## src/rtl/r4k_pkg.sv

```systemverilog
// Shared types and constants for the r4k load/store path.
package r4k_pkg;

  typedef enum logic [3:0] {
    LB  = 4'b0000, LH  = 4'b0001, LW  = 4'b0010, LD  = 4'b0011,
    LBU = 4'b0100, LHU = 4'b0101, LWU = 4'b0110,
    SB  = 4'b1000, SH  = 4'b1001, SW  = 4'b1010, SD  = 4'b1011
  } lsu_op_t;

  typedef enum logic [1:0] {ST_IDLE, ST_ACCESS, ST_RESP} lsu_state_t;

  localparam logic [1:0] SZ_B = 2'd0;
  localparam logic [1:0] SZ_H = 2'd1;
  localparam logic [1:0] SZ_W = 2'd2;
  localparam logic [1:0] SZ_D = 2'd3;

  localparam int OP_STORE = 3;
  localparam int OP_UNS   = 2;
  localparam int NUM_LANES = 8;

  // Natural alignment: the low log2(size) address bits must be zero.
  function automatic logic is_aligned(input logic [1:0] size, input logic [2:0] lo);
    case (size)
      SZ_B:    is_aligned = 1'b1;
      SZ_H:    is_aligned = ~lo[0];
      SZ_W:    is_aligned = (lo[1:0] == 2'b00);
      default: is_aligned = (lo == 3'b000);
    endcase
  endfunction

endpackage

```

## src/rtl/r4k_lsu_lane.sv

```systemverilog
// Combinational byte-lane datapath: byte-enable mask, store lane shift,
// and load extraction with sign/zero extension.
module r4k_lsu_lane
  import r4k_pkg::*;
(
  input  logic [1:0]           size_i,
  input  logic [2:0]           lo_i,
  input  logic                 uns_i,
  input  logic [63:0]          wdata_i,
  input  logic [63:0]          rdata_i,
  output logic [NUM_LANES-1:0] mask_o,
  output logic [63:0]          wlane_o,
  output logic [63:0]          rvalue_o
);

  logic [NUM_LANES-1:0] span;
  logic [5:0]           bitsh;
  logic [63:0]          shifted;

  assign bitsh   = {lo_i, 3'b000};
  assign wlane_o = wdata_i << bitsh;
  assign mask_o  = span << lo_i;
  assign shifted = rdata_i >> bitsh;

  always_comb begin
    case (size_i)
      SZ_B:    span = 8'h01;
      SZ_H:    span = 8'h03;
      SZ_W:    span = 8'h0F;
      default: span = 8'hFF;
    endcase
  end

  // Doubleword has no extension, so the unsigned flag is moot there.
  always_comb begin
    case (size_i)
      SZ_B:    rvalue_o = {{56{~uns_i & shifted[7]}},  shifted[7:0]};
      SZ_H:    rvalue_o = {{48{~uns_i & shifted[15]}}, shifted[15:0]};
      SZ_W:    rvalue_o = {{32{~uns_i & shifted[31]}}, shifted[31:0]};
      default: rvalue_o = shifted;
    endcase
  end

endmodule

```

## src/rtl/r4k_lsu.sv

```systemverilog
// Load/store unit: one outstanding access, misaligned ops trap without a bus cycle.
module r4k_lsu
  import r4k_pkg::*;
#(
  parameter int ADDR_W = 64,
  parameter int DATA_W = 64
) (
  input  logic              clk,
  input  logic              reset,
  input  logic              req_valid,
  output logic              req_ready,
  input  logic [3:0]        req_op,
  input  logic [ADDR_W-1:0] req_addr,
  input  logic [DATA_W-1:0] req_wdata,
  input  logic [4:0]        req_rd,
  output logic [ADDR_W-1:0] data_address,
  output logic [DATA_W-1:0] data_out,
  input  logic [DATA_W-1:0] data_in,
  output logic              data_read,
  output logic              data_write,
  output logic [7:0]        data_mask,
  input  logic              data_ready,
  output logic              resp_valid,
  output logic              resp_we,
  output logic [4:0]        resp_rd,
  output logic [DATA_W-1:0] resp_value,
  output logic              err_valid,
  output logic              err_store,
  output logic [ADDR_W-1:0] err_addr
);

  lsu_state_t        state_q, state_d;
  logic              store_q, store_d;
  logic              uns_q, uns_d;
  logic [1:0]        size_q, size_d;
  logic [4:0]        rd_q, rd_d;
  logic [ADDR_W-1:0] addr_q, addr_d;
  logic [DATA_W-1:0] wdata_q, wdata_d;
  logic [DATA_W-1:0] rvalue_q, rvalue_d;
  logic              err_q, err_d;

  logic [7:0]        lane_mask;
  logic [DATA_W-1:0] lane_wlane;
  logic [DATA_W-1:0] lane_rvalue;

  r4k_lsu_lane u_lane (
    .size_i   (size_q),
    .lo_i     (addr_q[2:0]),
    .uns_i    (uns_q),
    .wdata_i  (wdata_q),
    .rdata_i  (data_in),
    .mask_o   (lane_mask),
    .wlane_o  (lane_wlane),
    .rvalue_o (lane_rvalue)
  );

  always_ff @(posedge clk or negedge reset) begin
    if (!reset) begin
      state_q  <= ST_IDLE;
      store_q  <= 1'b0;
      uns_q    <= 1'b0;
      size_q   <= SZ_B;
      rd_q     <= '0;
      addr_q   <= '0;
      wdata_q  <= '0;
      rvalue_q <= '0;
      err_q    <= 1'b0;
    end else begin
      state_q  <= state_d;
      store_q  <= store_d;
      uns_q    <= uns_d;
      size_q   <= size_d;
      rd_q     <= rd_d;
      addr_q   <= addr_d;
      wdata_q  <= wdata_d;
      rvalue_q <= rvalue_d;
      err_q    <= err_d;
    end
  end

  always_comb begin
    state_d  = state_q;
    store_d  = store_q;
    uns_d    = uns_q;
    size_d   = size_q;
    rd_d     = rd_q;
    addr_d   = addr_q;
    wdata_d  = wdata_q;
    rvalue_d = rvalue_q;
    err_d    = 1'b0;
    case (state_q)
      ST_IDLE: begin
        if (req_valid) begin
          store_d = req_op[OP_STORE];
          uns_d   = req_op[OP_UNS];
          size_d  = req_op[1:0];
          rd_d    = req_rd;
          addr_d  = req_addr;
          wdata_d = req_wdata;
          if (is_aligned(req_op[1:0], req_addr[2:0])) state_d = ST_ACCESS;
          else                                         err_d   = 1'b1;
        end
      end
      ST_ACCESS: begin
        if (data_ready) begin
          rvalue_d = store_q ? '0 : lane_rvalue;
          state_d  = ST_RESP;
        end
      end
      ST_RESP: state_d = ST_IDLE;
      default: state_d = ST_IDLE;
    endcase
  end

  // Strobes decode straight from state so reset drops them without waiting for a clock.
  assign req_ready    = (state_q == ST_IDLE);
  assign data_read    = (state_q == ST_ACCESS) & ~store_q;
  assign data_write   = (state_q == ST_ACCESS) &  store_q;
  assign data_mask    = (state_q == ST_ACCESS) ? lane_mask : 8'h00;
  assign data_address = {addr_q[ADDR_W-1:3], 3'b000};
  assign data_out     = lane_wlane;

  assign resp_valid = (state_q == ST_RESP);
  assign resp_we    = resp_valid & ~store_q & (rd_q != 5'd0);
  assign resp_rd    = resp_valid ? rd_q : 5'd0;
  assign resp_value = resp_valid ? rvalue_q : '0;

  assign err_valid = err_q;
  assign err_store = err_q & store_q;
  assign err_addr  = err_q ? addr_q : '0;

endmodule

```

## config.mk

```make
export PLATFORM = sky130hd
export DESIGN_NAME = r4k_lsu
export DESIGN_NICKNAME = d
export VERILOG_FILES = /design/src/rtl/r4k_pkg.sv /design/src/rtl/r4k_lsu_lane.sv /design/src/rtl/r4k_lsu.sv
export SDC_FILE = /design/constraint.sdc
export NUM_CORES = 1
export LEC_CHECK = 0
export CAP_MARGIN = 40
export CORE_AREA = 2 2 186 188
export DETAILED_ROUTE_END_ITERATION = 7
export DIE_AREA = 0 0 188 190
export PLACE_DENSITY = 0.74
export SLEW_MARGIN = 20
export SYNTH_ARGS = -nofsm -noshare
export SYNTH_HDL_FRONTEND = slang
export SYNTH_SLANG_ARGS = --single-unit
```

## constraint.sdc

```tcl
create_clock -name clk -period 1.78 [get_ports clk]
set_input_delay 0.178 -clock clk [delete_from_list [all_inputs] [get_ports clk]]
set_output_delay 0.178 -clock clk [all_outputs]
set_load 0.005 [all_outputs]
```

==> results.toml, run 1 <==
[place]
dpl.hpwl_um = 40700
post_dp_cell_area_um2 = 19000
globalplace.congestion = 0.967
io_buffers = 477

[clocking]
cts_tree = "yes"
cts-htree-levels = 1
root_buffer = "clkbuf_16"
insertion_delay_ps = 540
cts.sinks = 204
cts_buffers = 25
path_clk_slew_ps = 60
cts_max_path_buffers = 3

[setup_path]
cp-end-kind = "output port"
r2r_cells = 9
critPathMaxFanout = 12
r2r_end = "rvalue_q[51]"
regToRegStartpoint = "addr_q[1]"
crit_end = "data_out[59]"
critPathArrivalTime_ps = 2320
worst-setup-path-type = "flip-flop to output port"
required_ps = 1600
rrSetupSlack_ps = -620
cp-start-kind = "flip-flop"
cp-startpoint = "addr_q[1]"

[die]
die_y_um = 190
coreArea_um2 = 33900
die_w_um = 188
io_pins = 481
rows = 68
dieArea_um2 = 35700
start_util_pct = 38.0

[sta]
max_freq_ghz = 0.401
fin_crit_ps = 2490
fin_crit_sh_pct = 140
final_max_slew_viol_count = 0
slew_headroom_pct = 53.8
setup_viol = 316
hold_viol = 0
rsz0062_at_grt = "yes"
worst_slew_pin_slew_ps = 688
skew_ps = 18.3
setup_ws_ps = -713

[status]
failed_checks = "setup timing"
status = "finished, violations left"

[routing]
avgViaCountPerCell = 5.54
dr_total_vias = 13600
drt_first_pass_iters = 5
wire_per_inst_um = 25.3
route.detailed.drc = 0
drtIter0Drc = 970
drt-total-wl_um = 62200
antenna_left = 0

[logic_synthesis]
synthTopCellsByArea = "dfrtp_1, mux2_2, mux2i_1, and2_1, buf_4"
yosys_warnings = 0
synth.distinct_cells = 50
syn_area_per_cell_um2 = 9.93
synth_area_um2 = 12900
synth_top_area_share_pct = 39.5
async_reset_ff_share_pct = 100
ys_seq_elements = 204
ys.flop_type = "dfrtp_1"
synth_edf_count = 0
syn_inst = 1301
yosysSeqAreaShare_pct = 39.5
synth_area_leader_cell = "dfrtp_1"

[power_and_ir_drop]
p_leak_nw = 11.2
cellPowerDensity_nw_per_um2 = 1220
ir_worst_vdd_uv = 827

[global_route]
grt_pass1_vias = 13100
grt_pass1_wl_um = 81100
top_usage_layer = "met2"
antenna_found_initial = 6
grt_max_degree = 65
overflow = 0
track_usage_pct = 29.7
gr-usage-met3_pct = 5.64
use_met1_pct = 33.9
grtUsageMet2_pct = 55.2

[finish]
final_net_count = 2181
areaGrowthSynthToFinish_pct = 78.4
drive_above_1_share_pct = 47.0
final_cell_mix = "clkdlybuf4s50_1, dfrtp_1, buf_4"
fin_area_um2 = 23000
final_common_cell = "clkdlybuf4s50_1"
final_util_pct = 67.9

[flow_run]
cap_violations = 0

[worst_hold_path]
hp-class = "input port to asynchronous set/reset pin"
[critical path, stage by stage (launching register included)]
cell and delay, ps:
dfrtp_4 540, buf_4 170, clkbuf_16 180, nor2b_1 200
a211oi_1 110, a211o_1 300, o21ai_0 80, buf_2 210
[cell type report]
type / count / area (um2)
fill: 2480 / 10900
sequential: 204 / 5120
timing repair buffer: 823 / 8650
clock buffer: 32 / 672
tap: 455 / 569
multi-input combinational: 918 / 7810
antenna: 6 / 15.0
clock inverter: 13 / 179
inverter: 4 / 21.3
[metrics by stage]
| stage | power [mW] | hold WS [ps] | std cells | worst slack, ps | setup TNS [ps] |
|---|---|---|---|---|---|
| 5_1_grt | 29.2 | 161 | 2455 | -764 | -103350 |
| 3_5_place_dp | 19.0 | 105 | 2246 | -440 | -44520 |
| 6_report | 28.1 | 150 | 2455 | -713 | -85710 |
| 2_1_floorplan | 13.0 | -118 | 1303 | -114 | -2820 |
| 3_3_place_gp | 18.8 | 106 | 2246 | -407 | -39310 |
| 4_1_cts | 25.2 | 159 | 2329 | -895 | -114870 |
[worst min path at each step]
stage | from | slack, ps | end | cells after the start
3_5_place_dp | reset | 110 | rvalue_q[56] | 1
5_1_grt | reset | 160 | rvalue_q[56] | 2
4_1_cts | reset | 160 | rvalue_q[56] | 2
6_report | reset | 150 | rvalue_q[56] | 2
2_1_floorplan | reset | -120 | addr_q[0] | 0
3_3_place_gp | reset | 110 | rvalue_q[54] | 1
[flip-flops by register name (all words and copies together), names as in the netlist, 2 cells and up]
signal    flops
rd_q          5
wdata_q      64
state_q       2
size_q        2
rvalue_q     64
addr_q       64
[layer usage]
metal	up-vias	share of wire (%)
li1	5886	-
met1	6786	37
met2	776	52
met3	155	6.9
met4	0	4.7
met5	-	0
[report_power, final]
group	leakage (nW)	switching, mW	internal, mW	total [mW]
clock network	0.418	2.16	3.25	5.41
logic	8.28	6.84	8.33	15.2
registers	2.49	1.37	6.11	7.48
total	11.2	10.4	17.7	28.1
[timing repair]
item,CTS,global route
pin swaps,31,72
hold buffers,1,0
endpoints found under the setup margin,396,411
buffers inserted,29,108
gates resized for setup,386,649
hold endpoints to repair,204,0
gates cloned,8,26
[kinds of logic after synthesis]
family          after synthesis  synth area share, %
flops                       204                 39.5
simple gates                355                 13.8
buf+inv                     181                 7.83
other cells                   1               0.0290
mux                         303                 25.9
compound gates              257                 12.9
[synth_stat cells, types with 2 or more instances]
cell and n:
buf_6 4, nand3_1 3, nand2b_1 3, o211ai_1 13
mux4_2 9, o21a_1 2, o21ai_1 9, dfrtp_1 204
mux2i_1 136, or3_1 2, o21ai_2 16, buf_4 69
nor2b_1 10, inv_1 4, buf_2 34, nand2_1 108
a211o_1 6, nor2_1 65, or2_2 2, and2_1 149
o21ai_0 57, o31ai_1 9, a211oi_1 14, mux2_2 158
a22oi_1 15, a2bb2oi_1 15, o22ai_1 41, buf_1 5
clkbuf_1 65, a21oi_1 49, nor3_1 6
Power figures use the tool's default switching activity.
==> run 2: changes to the inputs <==
HOLD_SLACK_MARGIN = 0.02   (was unset)
==> results of run 2 <==
The final DEF is identical to that of run 1; final timing and power are the same.
==> run 3: changes to the inputs <==
CTS_CLUSTER_DIAMETER = 40   (was unset)
==> run 3 against run 2 <==
Against the previous run:
- the flow still finishes with violations (setup timing)
- first-iteration DRC count is 14% higher
- cell area is 4.5% higher
- sequential cell count unchanged
- clock power grew 40%
- sequential power increased by 0.5%
- cell count rose by 1.2%
- setup slack better by 99 ps
- largest cell class unchanged
- largest power group unchanged
- highest routed layer unchanged
==> results.toml, run 3 (same netlist as run 1, synthesis figures left out) <==
[status]
status = "finished, violations left"
failed_checks = "setup timing"

[die]
io_pins = 481
coreArea_um2 = 33900
rows = 68
die_w_um = 188
dieArea_um2 = 35700
start_util_pct = 38.0
die_y_um = 190

[flow_run]
cap_violations = 0

[setup_path]
cp-start-kind = "flip-flop"
critPathArrivalTime_ps = 2220
required_ps = 1600
cp-end-kind = "output port"
critPathMaxFanout = 6
worst-setup-path-type = "flip-flop to output port"

[finish]
final_cell_mix = "clkdlybuf4s50_1, dfrtp_1, buf_4"
multi_input_comb_area_um2 = 8040
final_common_cell = "clkdlybuf4s50_1"
final_net_count = 2202
final_util_pct = 70.9
top_regs = "addr_q x64, rvalue_q x64, wdata_q x64"
areaGrowthSynthToFinish_pct = 86.4
regArea_um2 = 5120
fill_cells = 2305
drive_above_1_share_pct = 48.4
finalNonFillerCells = 2485

[power_and_ir_drop]
cellPowerDensity_nw_per_um2 = 1280
ir_worst_vdd_uv = 903
p_leak_nw = 11.7
power.total_mw = 30.7

[clocking]
cts.sinks = 204
cts-htree-levels = 2
path_clk_slew_ps = 60
cts_max_path_buffers = 3
insertion_delay_ps = 520
root_buffer = "clkbuf_16"
cts_tree = "yes"
cts_buffers = 36

[global_route]
grt_pass1_vias = 13600
overflow = 0
grt_pass1_wl_um = 83200
antenna_found_initial = 7
track_usage_pct = 30.6
grt_max_degree = 65

[routing]
drt_first_pass_iters = 5
wire_per_inst_um = 25.8
route.detailed.drc = 0
drtIter0Drc = 1107
drt-total-wl_um = 64000
dr_total_vias = 13800
antenna_left = 0
avgViaCountPerCell = 5.57

[place]
pre_cts_ws_ps = -440
dp.cells = 2246
dpl.hpwl_um = 40700
globalplace.congestion = 0.967
io_buffers = 477

[sta]
fin_crit_ps = 2390
rsz0062_at_grt = "yes"
hold_viol = 0
max_freq_ghz = 0.418
final_max_slew_viol_count = 0
fin_crit_sh_pct = 135
setup_ws_ps = -615
skew_ps = 22.9
setup_viol = 382
fin_setup_tns_ps = -94570

[worst_hold_path]
hp-class = "input port to asynchronous set/reset pin"
run 3: changes by cell type in the layout (fill, tap and decap cells not counted), sizes merged:
cell           previous run  this run
buf                     441       458
bufinv                    4         6
clkbuf                   78        83
clkdlybuf4s15             4         0
dlymetal6s2s             67        66
inv                       5        16
run 3: stage by stage:
stage	cell area, um2	hold WS, ps
2_1_floorplan	12900	-118
3_3_place_gp	19000	106
3_5_place_dp	19000	105
4_1_cts	21500	180
5_1_grt	24100	190
6_report	24100	176
run 3: worst paths after layout:
check                              from            to  slack (ps)  cells past startpoint
setup reg to reg              addr_q[1]  rvalue_q[51]        -570                      9
hold / removal                    reset  rvalue_q[39]         180                      2
setup / recovery              addr_q[1]  data_out[49]        -610                      6
max in group asynchronous         reset  rvalue_q[12]         940                      3
min in group clk              req_op[3]       store_q         240                      3
hold reg to reg            rvalue_q[47]  rvalue_q[47]         480                      2
run 3: cell type report:
type / instances / share of cell area (%)
Clock inverter: 26 / 1.55
Antenna cell: 6 / 0.0624
Sequential cell: 204 / 21.3
Tap cell: 455 / 2.37
Timing Repair Buffer: 833 / 37.4
Inverter: 4 / 0.0728
Multi-Input combinational cell: 918 / 33.4
Clock buffer: 39 / 3.92
run 3: power by group:
part	internal, mW	total (mW)	switching (mW)
Sequential	6.12	7.52	1.40
Clock	4.84	7.56	2.72
Combinational	8.61	15.6	7.01
Total	19.6	30.7	11.1
run 3: timing repair:
action | 4_1_cts | 5_1_grt
pin swaps | 45 | 104
resized for setup | 533 | 636
hold endpoints to repair | 204 | 0
endpoints found under the setup margin | 363 | 411
setup buffers | 47 | 101
cloned | 12 | 32
hold buffers | 1 | 0
run 3: critical path: stages, from the launching register on:
cell	delay, ps
dfrtp_4	540
buf_6	150
clkbuf_16	150
mux2_2	290
o211ai_1	240
o21ai_1	150
buf_2	180
run 3: routing by layer:
layer	part of all wire [%]	up-vias	GRT usage [%]
met1	36	6855	34.1
li1	-	5937	-
met2	51	832	55.8
met3	7.4	208	6.38
met4	5.7	0	14.5
met5	0	-	0
